===== src/rtl/fetch_pc_ifid_if.sv =====
// Bus between the fetch stage and its neighbours: hazard/redirect controls in,
// ROM address/data, and the IF/ID register contents out to decode.
interface fetch_pc_ifid_if #(
  parameter int ADDRESS_WIDTH = 32,
  parameter int DATA_WIDTH    = 32
);
  logic                     stall;
  logic                     flush;
  logic                     redirect_en;
  logic [ADDRESS_WIDTH-1:0] redirect_target;
  logic [ADDRESS_WIDTH-1:0] instr_addr;
  logic [DATA_WIDTH-1:0]    instr;
  logic [DATA_WIDTH-1:0]    id_instr;
  logic [ADDRESS_WIDTH-1:0] id_pc;
  logic [ADDRESS_WIDTH-1:0] id_pc_plus4;
  logic                     id_valid;
  logic                     misalign_err;
  logic [31:0]              fetch_count;

  modport master (
    input  stall, flush, redirect_en, redirect_target, instr,
    output instr_addr, id_instr, id_pc, id_pc_plus4, id_valid,
           misalign_err, fetch_count
  );

  modport slave (
    output stall, flush, redirect_en, redirect_target, instr,
    input  instr_addr, id_instr, id_pc, id_pc_plus4, id_valid,
           misalign_err, fetch_count
  );
endinterface


===== src/rtl/fetch_pc_ifid.sv =====
// PC register plus IF/ID pipeline register; 1-cycle fetch latency from PC to IF/ID.
// Stall holds PC and IF/ID; redirect/flush insert a bubble (redirect costs one).
module fetch_pc_ifid #(
  parameter int                     ADDRESS_WIDTH = 32,
  parameter int                     DATA_WIDTH    = 32,
  parameter logic [ADDRESS_WIDTH-1:0] RESET_PC    = '0,
  parameter logic [DATA_WIDTH-1:0]  NOP_INSTR     = 32'h0000_0013
) (
  input  logic            clk,
  input  logic            rst,
  fetch_pc_ifid_if.master bus
);

  logic [ADDRESS_WIDTH-1:0] pc_q, pc_d;
  logic [DATA_WIDTH-1:0]    id_instr_q, id_instr_d;
  logic [ADDRESS_WIDTH-1:0] id_pc_q, id_pc_d;
  logic [ADDRESS_WIDTH-1:0] id_pc_plus4_q, id_pc_plus4_d;
  logic                     id_valid_q, id_valid_d;
  logic                     misalign_q, misalign_d;
  logic [31:0]              fetch_count_q, fetch_count_d;
  logic [ADDRESS_WIDTH-1:0] pc_plus4;
  logic                     load_ifid;

  assign pc_plus4  = pc_q + ADDRESS_WIDTH'(4);
  assign load_ifid = !bus.flush && !bus.redirect_en && !bus.stall;

  always_comb begin
    pc_d          = pc_q;
    id_instr_d    = id_instr_q;
    id_pc_d       = id_pc_q;
    id_pc_plus4_d = id_pc_plus4_q;
    id_valid_d    = id_valid_q;
    fetch_count_d = fetch_count_q;
    misalign_d    = misalign_q | (bus.redirect_en && (bus.redirect_target[1:0] != 2'b00));

    // Redirect overrides stall so a taken branch never gets lost behind a hazard.
    if (bus.redirect_en) begin
      pc_d = {bus.redirect_target[ADDRESS_WIDTH-1:2], 2'b00};
    end else if (!bus.stall) begin
      pc_d = pc_plus4;
    end

    if (bus.flush || bus.redirect_en) begin
      id_instr_d    = NOP_INSTR;
      id_pc_d       = '0;
      id_pc_plus4_d = '0;
      id_valid_d    = 1'b0;
    end else if (load_ifid) begin
      id_instr_d    = bus.instr;
      id_pc_d       = pc_q;
      id_pc_plus4_d = pc_plus4;
      id_valid_d    = 1'b1;
      fetch_count_d = fetch_count_q + 32'd1;
    end
  end

  always_ff @(posedge clk or posedge rst) begin
    if (rst) begin
      pc_q          <= RESET_PC;
      id_instr_q    <= NOP_INSTR;
      id_pc_q       <= '0;
      id_pc_plus4_q <= '0;
      id_valid_q    <= 1'b0;
      misalign_q    <= 1'b0;
      fetch_count_q <= '0;
    end else begin
      pc_q          <= pc_d;
      id_instr_q    <= id_instr_d;
      id_pc_q       <= id_pc_d;
      id_pc_plus4_q <= id_pc_plus4_d;
      id_valid_q    <= id_valid_d;
      misalign_q    <= misalign_d;
      fetch_count_q <= fetch_count_d;
    end
  end

  assign bus.instr_addr   = pc_q;
  assign bus.id_instr     = id_instr_q;
  assign bus.id_pc        = id_pc_q;
  assign bus.id_pc_plus4  = id_pc_plus4_q;
  assign bus.id_valid     = id_valid_q;
  assign bus.misalign_err = misalign_q;
  assign bus.fetch_count  = fetch_count_q;

endmodule


===== src/flat_wrapper.sv =====
// flat-port wrapper written by rule: the top's interface ports become plain ports
module fetch_pc_ifid_flat 
#(
  parameter int                     ADDRESS_WIDTH = 32,
  parameter int                     DATA_WIDTH    = 32,
  parameter logic [ADDRESS_WIDTH-1:0] RESET_PC    = '0,
  parameter logic [DATA_WIDTH-1:0]  NOP_INSTR     = 32'h0000_0013
)
  (clk, rst, bus_stall, bus_flush, bus_redirect_en, bus_redirect_target, bus_instr, bus_instr_addr, bus_id_instr, bus_id_pc, bus_id_pc_plus4, bus_id_valid, bus_misalign_err, bus_fetch_count);
  fetch_pc_ifid_if #(.ADDRESS_WIDTH(ADDRESS_WIDTH), .DATA_WIDTH(DATA_WIDTH)) bus_i ();
  input  logic clk;
  input  logic rst;
  input wire logic [$bits(bus_i.stall)-1:0] bus_stall;
  input wire logic [$bits(bus_i.flush)-1:0] bus_flush;
  input wire logic [$bits(bus_i.redirect_en)-1:0] bus_redirect_en;
  input wire logic [$bits(bus_i.redirect_target)-1:0] bus_redirect_target;
  input wire logic [$bits(bus_i.instr)-1:0] bus_instr;
  output wire logic [$bits(bus_i.instr_addr)-1:0] bus_instr_addr;
  output wire logic [$bits(bus_i.id_instr)-1:0] bus_id_instr;
  output wire logic [$bits(bus_i.id_pc)-1:0] bus_id_pc;
  output wire logic [$bits(bus_i.id_pc_plus4)-1:0] bus_id_pc_plus4;
  output wire logic [$bits(bus_i.id_valid)-1:0] bus_id_valid;
  output wire logic [$bits(bus_i.misalign_err)-1:0] bus_misalign_err;
  output wire logic [$bits(bus_i.fetch_count)-1:0] bus_fetch_count;
  assign bus_i.stall = bus_stall;
  assign bus_i.flush = bus_flush;
  assign bus_i.redirect_en = bus_redirect_en;
  assign bus_i.redirect_target = bus_redirect_target;
  assign bus_i.instr = bus_instr;
  assign bus_instr_addr = bus_i.instr_addr;
  assign bus_id_instr = bus_i.id_instr;
  assign bus_id_pc = bus_i.id_pc;
  assign bus_id_pc_plus4 = bus_i.id_pc_plus4;
  assign bus_id_valid = bus_i.id_valid;
  assign bus_misalign_err = bus_i.misalign_err;
  assign bus_fetch_count = bus_i.fetch_count;
  fetch_pc_ifid #(.ADDRESS_WIDTH(ADDRESS_WIDTH), .DATA_WIDTH(DATA_WIDTH), .RESET_PC(RESET_PC), .NOP_INSTR(NOP_INSTR)) u_core (.clk(clk), .rst(rst), .bus(bus_i));
endmodule

===== config.mk =====
export PLATFORM = sky130hd
export DESIGN_NAME = fetch_pc_ifid_flat
export DESIGN_NICKNAME = d
export VERILOG_FILES = /design/src/rtl/fetch_pc_ifid_if.sv /design/src/rtl/fetch_pc_ifid.sv /design/src/flat_wrapper.sv
export SDC_FILE = /design/constraint.sdc
export NUM_CORES = 1
export LEC_CHECK = 0
export ABC_CLOCK_PERIOD_IN_PS = 5900
export BUFFER_PORTS_ARGS = -buffer_cell sky130_fd_sc_hd__buf_4
export CAP_MARGIN = 10
export CORE_MARGIN = 2
export CORE_UTILIZATION = 30
export DETAILED_ROUTE_END_ITERATION = 8
export PLACE_DENSITY_LB_ADDON = 0.1
export SLEW_MARGIN = 20
export SYNTH_ARGS = -nofsm -noshare
export SYNTH_HDL_FRONTEND = slang
export SYNTH_SLANG_ARGS = --single-unit

===== constraint.sdc =====
create_clock -name clk -period 5.9 [get_ports clk]
set_input_delay 0.59 -clock clk [delete_from_list [all_inputs] [get_ports clk]]
set_output_delay 0.59 -clock clk [all_outputs]
set_load 0.01 [all_outputs]

Yosys cells after proc, flatten, opt, wreduce, memory -nomap -nowiden
Cells that the tools add are included.
{"block": "word_totals", "reg_bits": 162, "out_inout_bits": 162, "wordCells": 32}
{"block": "op_classes", "n_addsub": 2, "eq_ne": 1, "mux": 10, "bitwise_logic": 2, "reduce_logical": 10}
{"operator": "2-to-1 mux 32 bit", "count": 8}
{"operator": "adder 32 x 1 -> 32 bit, second input constant", "count": 1}
{"operator": "adder 32 x 3 -> 32 bit, second input constant", "count": 1}
{"operator": "nonzero test 2 bit", "count": 2}
{"operator": "logical AND 1 bit", "count": 3}
{"operator": "logical NOT 1 bit", "count": 3}
{"operator": "2-to-1 mux 1 bit", "count": 2}
{"operator": "!= test 2 x 1 -> 1 bit, second input constant", "count": 1}
{"operator": "AND reduction 2 bit", "count": 1}
{"operator": "logical OR 1 bit", "count": 1}
{"operator": "inverter 1 bit", "count": 1}
{"operator": "OR 1 bit", "count": 1}

Longest topological paths before layout
Gate-level depths: netlist of run 1.
{"block": "depth", "word_depth": 5, "mapped_depth": 7, "mapped_depth_nobuf": 6}

Worst setup path after synthesis of run 1
No wires, ideal clock.
{"block": "synth_timing", "path_kind": "input -> register", "startpoint": "in bus_redirect_en", "endpoint": "reg u_core.fetch_count_q[24], in the netlist u_core.bus.fetch_count[24]", "setup_ns": 0.126, "arrival_time_ns": 2.141, "required_ns": 5.774, "slack_ns": 3.633, "path_stages": 6, "path_buffers": 1, "path_cell_list": "clkbuf_1 > or4b_1 > nor4_4 > and2_1 > nand2_1 > xnor2_1"}
{"block": "synth_between", "elab_chain_len": 4, "elab_cells_between_ends": 6, "classes_between": "bitwise: 1; reduce/logical: 5"}
{"item": "start: declaration", "line": "flat_wrapper.sv:15", "text": "input wire logic [$bits(bus_i.redirect_en)-1:0] bus_redirect_en;"}
{"item": "logical NOT 1 bit", "line": "fetch_pc_ifid.sv:25", "text": "assign load_ifid = !bus.flush && !bus.redirect_en && !bus.stall;"}
{"item": "logical AND 1 bit (2 in a row)", "line": "fetch_pc_ifid.sv:25"}
{"item": "AND reduction 2 bit (no line) (*)"}
{"item": "end signal: assignment", "line": "fetch_pc_ifid.sv:73", "text": "fetch_count_q <= fetch_count_d;"}
{"item": "end: declaration", "line": "fetch_pc_ifid.sv:20", "text": "logic [31:0] fetch_count_q, fetch_count_d;"}
Every way passes the cells marked *; elsewhere a longest branch is shown, timed or not.
A chain may end at the register's enable or synchronous reset.

Final worst setup path of run 1
{"block": "layout_timing", "startpoint": "in bus_stall", "endpoint": "reg u_core.fetch_count_q[10], in the netlist u_core.bus.fetch_count[10]"}
{"block": "layout_between", "elab_chain_len": 3}
{"item": "start: declaration", "line": "flat_wrapper.sv:13", "text": "input wire logic [$bits(bus_i.stall)-1:0] bus_stall;"}
{"item": "logical NOT 1 bit", "line": "fetch_pc_ifid.sv:25"}
{"item": "logical AND 1 bit", "line": "fetch_pc_ifid.sv:25"}
{"item": "AND reduction 2 bit (no line)"}
No other way between the ends.

==> results of run 1 <==
[synthesized netlist by cell type, drive strengths merged, types with 8 or more instances]
library cell  number  area [µm²]
nor4              11         114
nand2             78         293
dfrtp            153        3830
nor3              12        60.1
nand3             22         110
o21ai             51         255
nor2              86         323
nand4             23         171
xor2              39         342
xnor2             49         429
and3               8        50.1
clkbuf            29         131
a21oi             32         160
buf               24         145
mux2i             59         591
[cell families after synthesis]
group	Yosys count	synth area share
and+or+nand+nor	259	0.172
DFF	156	0.534
xor gates and xnor gates	88	0.105
AOI/OAI and AO/OA	85	0.0589
muxes	61	0.0838
buffers and inverters	59	0.0416
adders and majority gates	2	0.00342
other	1	0.000513
[sequential cells by signal, indices dropped and copies added (netlist names)]
name	count
u_core.bus.id_pc	30
u_core.bus.id_instr	32
u_core.bus.id_pc_plus4	30
u_core.bus.id_valid	1
u_core.bus.fetch_count	32
u_core.bus.instr_addr	30
u_core.bus.misalign_err	1
[critical path: stages]
cell	delay [ns]
buf_4	0.66
clkinv_1	0.77
and3_1	0.42
nand3_1	0.17
nor2_1	0.08
xor2_1	0.14
[worst paths after layout]
path	end	slack, ns	cells after the start
worst max register to register	u_core.bus.instr_addr[16]	3.37	6
worst max-delay path	u_core.bus.fetch_count[10]	3.33	6
min in group clk	u_core.bus.instr_addr[30]	0.37	3
worst min register to register	u_core.bus.fetch_count[31]	0.47	1
worst min-delay path	u_core.bus.id_instr[11]	0.34	2
max in group asynchronous	u_core.bus.id_pc_plus4[31]	4.43	3
[power groups by stage]
stage / combinational, W / clock (W) / sequential, W
4_1_cts: 0.000359 / 0.00108 / 0.00121
3_5_place_dp: 0.000358 / 0 / 0.00123
3_3_place_gp: 0.000358 / 0 / 0.00123
6_report: 0.000352 / 0.00104 / 0.00121
2_1_floorplan: 0.000185 / 0 / 0.00122
5_1_grt: 0.000390 / 0.00113 / 0.00123
[metal layers]
metal  vias up  track usage  wire length [µm]
met5         -            0                 0
met4         0       0.0455               240
met3        14       0.0345              1130
met2       163        0.254              9520
met1      2736        0.240             10200
li1       2789            -                 -
[area by class of cell]
| type | count | area (µm²) | area share |
|---|---|---|---|
| Clock buffer | 18 | 429 | 0.0440 |
| Clock inverter | 14 | 129 | 0.0132 |
| Inverter | 5 | 26.3 | 0.00269 |
| Multi-Input combinational cell | 501 | 3140 | 0.322 |
| Sequential cell | 156 | 3910 | 0.401 |
| Tap cell | 324 | 405 | 0.0416 |
| Timing Repair Buffer | 229 | 1720 | 0.176 |
[stage by stage]
stage,util,setup WS [ns]
CTS,0.404,3.27
global placement,0.381,2.86
global route,0.405,3.05
floorplan,-,1.11
finish,0.405,3.33
detailed placement,0.381,2.81
==> run_results.csv, run 1 <==
group,metric,value,unit
route,drt_iter0_drc,269,
sta,tns,0,ns
power,ir_worst_vdd,0.146,mV
status,outcome,"complete, no violations",
power,p_comb_frac,0.135,
sta,relSlewSlack,0.301,
route,antenna_left,0,
route,remaining_drc_errors,0,
yosys,yosysSeqAreaShare,0.534,
final_layout,syn_to_final_growth,33.4,%
power,pwr-share-seq,0.465,
floorplan,fp.dieH,160,µm
power,pwr-share-clk,0.400,
clock_network,ctsResizeCount,0,
final_layout,layout_commonest_cell,"buf_4",
clock_network,clk_pin_slew,0.07,ns
run,drv_cap,0,
clock_network,clock_latency,0.42,ns
final_layout,num_antenna_cells,0,
floorplan,die_w,160,µm
floorplan,rows,57,
clock_network,cts_tree,"yes",
setup_path,crit_type,"input port to flip-flop",
clock_network,cts.sinks,156,
sta,skew,0.00945,ns
clock_network,cts_max_path_buffers,2,
yosys,synth_ff_type,"dfrtp_1",
yosys,syn-cell-area,0.00731,mm²
setup_path,worstSetupEndpointType,"flip-flop",
yosys,postSynth.asyncResetShare,1.00,
sta,period_needed,2.57,ns
grt,grt_overflow,0,
floorplan,initial_core_util,0.303,
setup_path,crit_arrival,2.88,ns
final_layout,final_area,0.00975,mm²
grt,grt_first_pass_wirelength,33.5,mm
final_layout,drive_gt1_frac,0.301,
place,io_buffers,224,
setup_path,crit_required,6.21,ns
setup_path,crit_path_max_fanout,54,
place,dp_hpwl,14.6,mm
sta,final-setup-viol-count,0,
power,cell_internal_pwr,0.00185,W
power,power.switching,0.000753,W
grt,grt_use_total,0.166,
final_layout,mostFrequentLayoutCells,"buf_4 (229), dfrtp_1 (153), nor2_1 (85), nand2_1 (78), mux2i_1 (59)",
yosys,synth_cell_type_count,42,
sta,rsz0062_at_grt,"no",
route,wl,21.1,mm
clock_network,clockRootBuffer,"clkbuf_16",
place,post-place-cells,1215,
sta,final_hold_viol_count,0,
sta,min_period_over_period,0.436,
power,swShare,0.289,
setup_path,startpoint_type,"input port",
yosys,syn_area_per_cell,10.3,µm²
sta,finalHoldWorstSlack,0.337,ns
floorplan,die_area,0.0256,mm²
route,routedWlPerCell,16.9,µm
power,leakagePower,4.68,nW
power,power.total,0.00261,W
place,place.gp.congestion,0.735,
worst_hold_path,holdCritPathClass,"input port to asynchronous set/reset pin",
final_layout,fillers,2476,
clock_network,post_cts_buffers,0,
yosys,netlist_instances,711,
place,placedInstanceArea,0.00919,mm²
final_layout,instances_no_fill,1247,
clock_network,hold_buffers,0,
route,dr.pass1.iters,4,
setup_path,crit_start,"bus_stall",
clock_network,cts_max_level,4,
setup_path,r2r_start,"u_core.bus.instr_addr[2]",
sta,slew_violations,0,
sta,fmax,389,MHz
yosys,yosysWarningCount,0,
power,power_per_cell_area,267,mW/mm²
grt,grt_max_degree,112,
floorplan,design.core.area,0.0241,mm²
floorplan,num_io_pins,231,
route,vias,5702,
route,via_per_inst,4.57,
yosys,synth-seq-cells,156,
yosys,synth_edf_count,0,
final_layout,fin_nets,981,
grt,grt_pass1_vias,5690,
sta,tightest_slew,1.04,ns
grt,antenna_found_initial,0,
clock_network,numCtsBuffers,17,
Note: power is estimated with default switching activity, not from simulation.
==> run 2: changes to the inputs <==
--- a/config.mk
+++ b/config.mk
@@ -5,7 +5,7 @@
 export SDC_FILE = /design/constraint.sdc
 export NUM_CORES = 1
 export LEC_CHECK = 0
-export ABC_CLOCK_PERIOD_IN_PS = 5900
+export ABC_CLOCK_PERIOD_IN_PS = 2500
 export BUFFER_PORTS_ARGS = -buffer_cell sky130_fd_sc_hd__buf_4
 export CAP_MARGIN = 10
 export CORE_MARGIN = 2
==> constraint.sdc (replaced) <==
create_clock -name clk -period 2.5 [get_ports clk]
set_input_delay 0.25 -clock clk [delete_from_list [all_inputs] [get_ports clk]]
set_output_delay 0.25 -clock clk [all_outputs]
set_load 0.01 [all_outputs]
==> run_results.csv, run 2 (synthesis results as in run 1) <==
group,metric,value,unit
clock_network,numCtsBuffers,17,
route,routedWlPerCell,16.8,µm
sta,fmax,467,MHz
setup_path,cpMaxStageDelayCell,"or4_4",
sta,relSlewSlack,0.342,
sta,setup_ws,0.358,ns
worst_hold_path,hp-start,"bus_redirect_target[30]",
clock_network,post_cts_buffers,0,
setup_path,crit_arrival,2.42,ns
place,place.gp.congestion,0.752,
power,leakagePower,4.80,nW
floorplan,die_area,0.0256,mm²
setup_path,path_cells,"nand4_2 > or4_4 > nor4_1 > xnor2_1 > o21ai_0",
place,dp_slack,0.367,ns
floorplan,fp.dieH,160,µm
power,ir_worst_vdd,0.307,mV
power,power_per_cell_area,635,mW/mm²
floorplan,rows,57,
setup_path,crit_buf_inv,0,
route,antenna_left,0,
worst_hold_path,holdCritPathClass,"input port to flip-flop",
clock_network,clockRootBuffer,"clkbuf_16",
final_layout,final_area,0.0100,mm²
final_layout,num_antenna_cells,0,
final_layout,fillers,2498,
place,dp_hpwl,15.0,mm
route,via_per_inst,4.52,
setup_path,worstSetupEndpointType,"flip-flop",
worst_hold_path,hold_end,"u_core.bus.instr_addr[30]",
worst_hold_path,hold_depth,3,
setup_path,cpPeakStageDelay,0.65,ns
clock_network,clk_pin_slew,0.07,ns
setup_path,crit_type,"flip-flop to flip-flop",
run,drv_cap,0,
floorplan,num_io_pins,231,
final_layout,fin_nets,1006,
clock_network,clock_latency,0.42,ns
route,dr.pass1.iters,4,
clock_network,cts_tree,"yes",
sta,tns,0,ns
sta,tightest_slew,0.987,ns
route,vias,5755,
clock_network,cts_max_path_buffers,2,
sta,slew_violations,0,
setup_path,rr_worst_depth,5,
place,placedInstanceArea,0.00940,mm²
place,post-place-cells,1239,
sta,final_hold_viol_count,0,
floorplan,die_w,160,µm
setup_path,r2r_start,"u_core.bus.instr_addr[9]",
sta,rsz0062_at_grt,"no",
setup_path,crit_path_max_fanout,12,
final_layout,syn_to_final_growth,36.7,%
grt,grt_pass1_vias,5859,
floorplan,initial_core_util,0.303,
floorplan,design.core.area,0.0241,mm²
sta,final-setup-viol-count,0,
final_layout,layout_commonest_cell,"buf_4",
clock_network,cts.sinks,156,
setup_path,path_delay_family,"simple AND/OR/NAND/NOR gates",
final_layout,instances_no_fill,1272,
grt,grt_overflow,0,
place,io_buffers,224,
clock_network,cts_max_level,4,
status,outcome,"complete, no violations",
grt,grt_max_degree,69,
grt,grt_first_pass_wirelength,33.8,mm
final_layout,drive_gt1_frac,0.319,
sta,period_needed,2.14,ns
route,wl,21.3,mm
setup_path,worstReg2RegEnd,"u_core.bus.instr_addr[23]",
setup_path,startpoint_type,"flip-flop",
setup_path,rrSetupSlack,0.36,ns
power,power.total,0.00635,W
route,drt_iter0_drc,360,
clock_network,ctsResizeCount,0,
sta,skew,0.00954,ns
setup_path,crit_required,2.78,ns
grt,antenna_found_initial,0,
grt,grt_use_total,0.168,
clock_network,hold_buffers,1,
final_layout,mostFrequentLayoutCells,"buf_4 (250), dfrtp_1 (153), nor2_1 (85), nand2_1 (78), mux2i_1 (59)",
sta,min_period_over_period,0.857,
route,remaining_drc_errors,0,
run 2: cell types whose count changed in the layout (fill, tap and decap cells not counted), moves of 2 or more:
cell	previous run	this run
buf_4	229	250
clkinvlp_4	2	6
buf_12	0	3
inv_8	3	0
bufinv_16	0	2
run 2: worst max-delay path by stage:
stage | depth (start not counted) | endpoint | slack, ns | from
floorplan | 1 | u_core.bus.fetch_count[0] | 0.28 | rst
global placement | 5 | u_core.bus.instr_addr[23] | 0.39 | u_core.bus.instr_addr[4]
detailed placement | 5 | u_core.bus.instr_addr[23] | 0.37 | u_core.bus.instr_addr[9]
CTS | 5 | u_core.bus.instr_addr[23] | 0.35 | u_core.bus.instr_addr[2]
global route | 5 | u_core.bus.instr_addr[23] | 0.18 | u_core.bus.instr_addr[9]
finish | 5 | u_core.bus.instr_addr[23] | 0.36 | u_core.bus.instr_addr[9]
run 2: where the power goes:
group	switching (W)	internal, W
registers	0.000175	0.00266
logic	0.000455	0.000439
clock network	0.00114	0.00149
total	0.00177	0.00459
run 2: area by class of cell:
cell class	count	area [µm²]	area share
inverter	5	22.5	0.00225
clock inverter	14	159	0.0159
timing repair buffer	254	1950	0.195
tap	324	405	0.0405
multi-input combinational	501	3130	0.313
sequential	156	3910	0.391
clock buffer	18	429	0.0429
run 2: per-layer routing:
layer | vias to the layer above | GRT usage | routed length, µm
li1 | 2840 | - | -
met1 | 2754 | 0.240 | 10400
met2 | 152 | 0.257 | 9700
met3 | 9 | 0.0395 | 1120
met4 | 0 | 0.0438 | 154
met5 | - | 0 | 0
run 2: stage by stage:
stage,util,hold slack [ns]
2_1_floorplan,-,0.367
5_1_grt,0.415,0.0282
3_5_place_dp,0.390,0.446
6_report,0.415,0.0337
3_3_place_gp,0.390,0.436
4_1_cts,0.415,0.0157
run 2: worst register-to-register path: cells and delay by family (launching register included):
kind	cells	cell delay (ns)
flops	1	0.51
compound gates	1	0.08
xor+xnor	1	0.16
simple gates	3	1.26
==> run 3: changes to the inputs <==
--- a/config.mk
+++ b/config.mk
@@ -5,6 +5,7 @@
 export SDC_FILE = /design/constraint.sdc
 export NUM_CORES = 1
 export LEC_CHECK = 0
+export ABC_AREA = 1
 export ABC_CLOCK_PERIOD_IN_PS = 2500
 export BUFFER_PORTS_ARGS = -buffer_cell sky130_fd_sc_hd__buf_4
 export CAP_MARGIN = 10
==> run_results.csv, run 3 <==
group,metric,value,unit
status,outcome,"complete, no violations",
sta,skew,0.0133,ns
floorplan,design.core.area,0.0251,mm²
final_layout,fin_nets,1242,
yosys,netlist_instances,944,
grt,grt_pass1_vias,6820,
yosys,postSynth.asyncResetShare,1.00,
clock_network,cts_max_level,4,
sta,slew_violations,0,
final_layout,syn_to_final_growth,33.8,%
yosys,synthTopCellsByArea,"dfrtp_1 (50%), nand2_1 (19%), inv_1 (4.0%)",
route,dr.pass1.iters,5,
floorplan,initial_core_util,0.305,
route,via_per_inst,4.49,
final_layout,layout_commonest_cell,"nand2_1",
sta,final_hold_viol_count,0,
sta,min_period_over_period,0.720,
sta,relSlewSlack,0.664,
clock_network,cts_tree,"yes",
power,cell_internal_pwr,0.00435,W
setup_path,startpoint_type,"flip-flop",
sta,rsz0062_at_grt,"no",
yosys,yosysSeqAreaShare,0.511,
final_layout,fillers,2675,
final_layout,instances_no_fill,1514,
run,drv_cap,0,
route,routedWlPerCell,16.1,µm
sta,tightest_slew,0.503,ns
setup_path,worstSetupEndpointType,"flip-flop",
clock_network,cts_max_path_buffers,2,
setup_path,crit_type,"flip-flop to flip-flop",
place,post-place-cells,1481,
place,place.gp.congestion,0.818,
setup_path,crit_path_max_fanout,5,
power,p_comb_frac,0.147,
clock_network,clk_pin_slew,0.06,ns
clock_network,clock_latency,0.43,ns
place,io_buffers,224,
power,leakagePower,5.21,nW
yosys,synth_ff_type,"dfrtp_1",
sta,setup_ws,0.701,ns
grt,grt_overflow,0,
grt,antenna_found_initial,0,
yosys,ys_top_cells_by_count,"nand2_1 (381), dfrtp_1 (153), inv_1 (82)",
sta,fmax,556,MHz
clock_network,clockRootBuffer,"clkbuf_16",
place,dp_hpwl,18.0,mm
yosys,synth_cell_type_count,34,
final_layout,mostFrequentLayoutCells,"nand2_1 (381), buf_4 (232), dfrtp_1 (153), inv_1 (81), nor2_1 (71)",
floorplan,die_w,164,µm
yosys,yosysWarningCount,0,
power,power_per_cell_area,599,mW/mm²
route,remaining_drc_errors,0,
floorplan,fp.dieH,164,µm
setup_path,crit_required,2.82,ns
worst_hold_path,hp-start,"bus_instr[1]",
place,dp_slack,0.678,ns
power,pwr-share-clk,0.388,
yosys,synth_edf_count,0,
power,power.switching,0.00178,W
setup_path,crit_arrival,2.12,ns
yosys,yosysMostFrequentCell,"nand2_1",
grt,grt_max_degree,86,
floorplan,num_io_pins,231,
final_layout,num_antenna_cells,0,
yosys,syn_area_per_cell,8.10,µm²
setup_path,rr_worst_depth,10,
setup_path,r2r_start,"u_core.bus.instr_addr[3]",
route,drt_iter0_drc,413,
route,wl,24.3,mm
final_layout,drive_gt1_frac,0.257,
worst_hold_path,hold_depth,3,
clock_network,ctsResizeCount,0,
final_layout,final_core_util,0.408,
yosys,synth.top_cell.area_share,0.501,
sta,final-setup-viol-count,0,
power,ir_worst_vdd,0.409,mV
power,pwr-share-seq,0.465,
sta,tns,0,ns
grt,grt_use_total,0.187,
clock_network,cts.sinks,156,
power,swShare,0.291,
yosys,synth-seq-cells,156,
grt,grt_first_pass_wirelength,38.7,mm
route,vias,6795,
sta,period_needed,1.80,ns
floorplan,rows,58,
route,antenna_left,0,
worst_hold_path,holdCritPathClass,"input port to flip-flop",
clock_network,numCtsBuffers,17,
setup_path,rrSetupSlack,0.70,ns
power,power.total,0.00613,W
floorplan,die_area,0.0268,mm²
yosys,synth_area_leader_cell,"dfrtp_1",
setup_path,crit_start,"u_core.bus.instr_addr[3]",
yosys,syn-cell-area,0.00765,mm²
-- run 3: cell count changes after synthesis, moves of 9 or more --
cell,previous run,this run
nor3_1,12,3
clkbuf_1,25,8
mux2i_1,59,0
nand4_1,20,8
nor2_1,86,72
a21oi_1,32,12
nand2_1,78,381
nor2_2,0,10
inv_1,4,82
a22o_1,0,30
xor2_1,39,13
xnor2_1,49,12
-- run 3: final cells by class --
type	instances	area [µm²]	area share
Inverter	88	334	0.0326
Sequential cell	156	3910	0.382
Timing Repair Buffer	237	1830	0.179
Tap cell	330	413	0.0403
Multi-Input combinational cell	671	3230	0.315
Clock buffer	22	454	0.0444
Clock inverter	10	67.6	0.00660
-- run 3: cell families (layout without fill, tap and decap cells) --
family          Yosys count  after routing  share of synthesized area
simple gates            524            524                      0.287
fa+ha+maj                 2              2                    0.00327
compound gates          110            110                     0.0901
flops                   156            156                      0.511
xor+xnor                 29             29                     0.0371
other cells               1              6                   0.000490
buf+inv                 122            357                     0.0708
-- run 3: power by group through the flow --
stage | Clock, W | Sequential [W] | Combinational (W)
2_1_floorplan | 0 | 0.00291 | 0.000399
3_3_place_gp | 0 | 0.00290 | 0.000917
3_5_place_dp | 0 | 0.00290 | 0.000916
4_1_cts | 0.00245 | 0.00285 | 0.000923
5_1_grt | 0.00256 | 0.00287 | 0.00102
6_report | 0.00238 | 0.00285 | 0.000902
-- run 3: what timing repair did --
action,CTS,global route
hold buffers,1,0
buffers inserted,0,0
hold endpoints to repair,2,0
-- run 3: worst paths after layout --
check | to
setup / recovery | u_core.bus.id_pc_plus4[28]
hold / removal | u_core.bus.id_instr[1]
setup reg to reg | u_core.bus.id_pc_plus4[28]
hold reg to reg | u_core.bus.id_pc_plus4[29]
max in group asynchronous | u_core.bus.id_pc_plus4[30]
min in group asynchronous | u_core.bus.id_pc_plus4[5]
-- run 3: critical path: stages, from the launching register on --
cell	delay [ns]
dfrtp_1	0.45
ha_1	0.25
nand2_1	0.08
nor2_2	0.15
nand3_1	0.26
inv_1	0.17
nand2_1	0.07
nand2_1	0.05
nand2_1	0.08
nand2_1	0.07
nand2_1	0.04
-- run 3: metrics by stage --
stage / instance area [µm²] / hold WS (ns)
3_5_place_dp: 9700 / 0.166
6_report: 10200 / 0.0305
3_3_place_gp: 9700 / 0.163
4_1_cts: 10200 / 0.0151
5_1_grt: 10200 / 0.0279
2_1_floorplan: 7670 / 0.313
-- run 3: layer usage --
layer	share of wire	wire (µm)	track usage	up-vias
met4	0.012	289	0.0494	0
li1	-	-	-	3427
met1	0.48	11600	0.265	3153
met5	0	0	0	-
met2	0.45	11000	0.294	199
met3	0.057	1390	0.0356	16
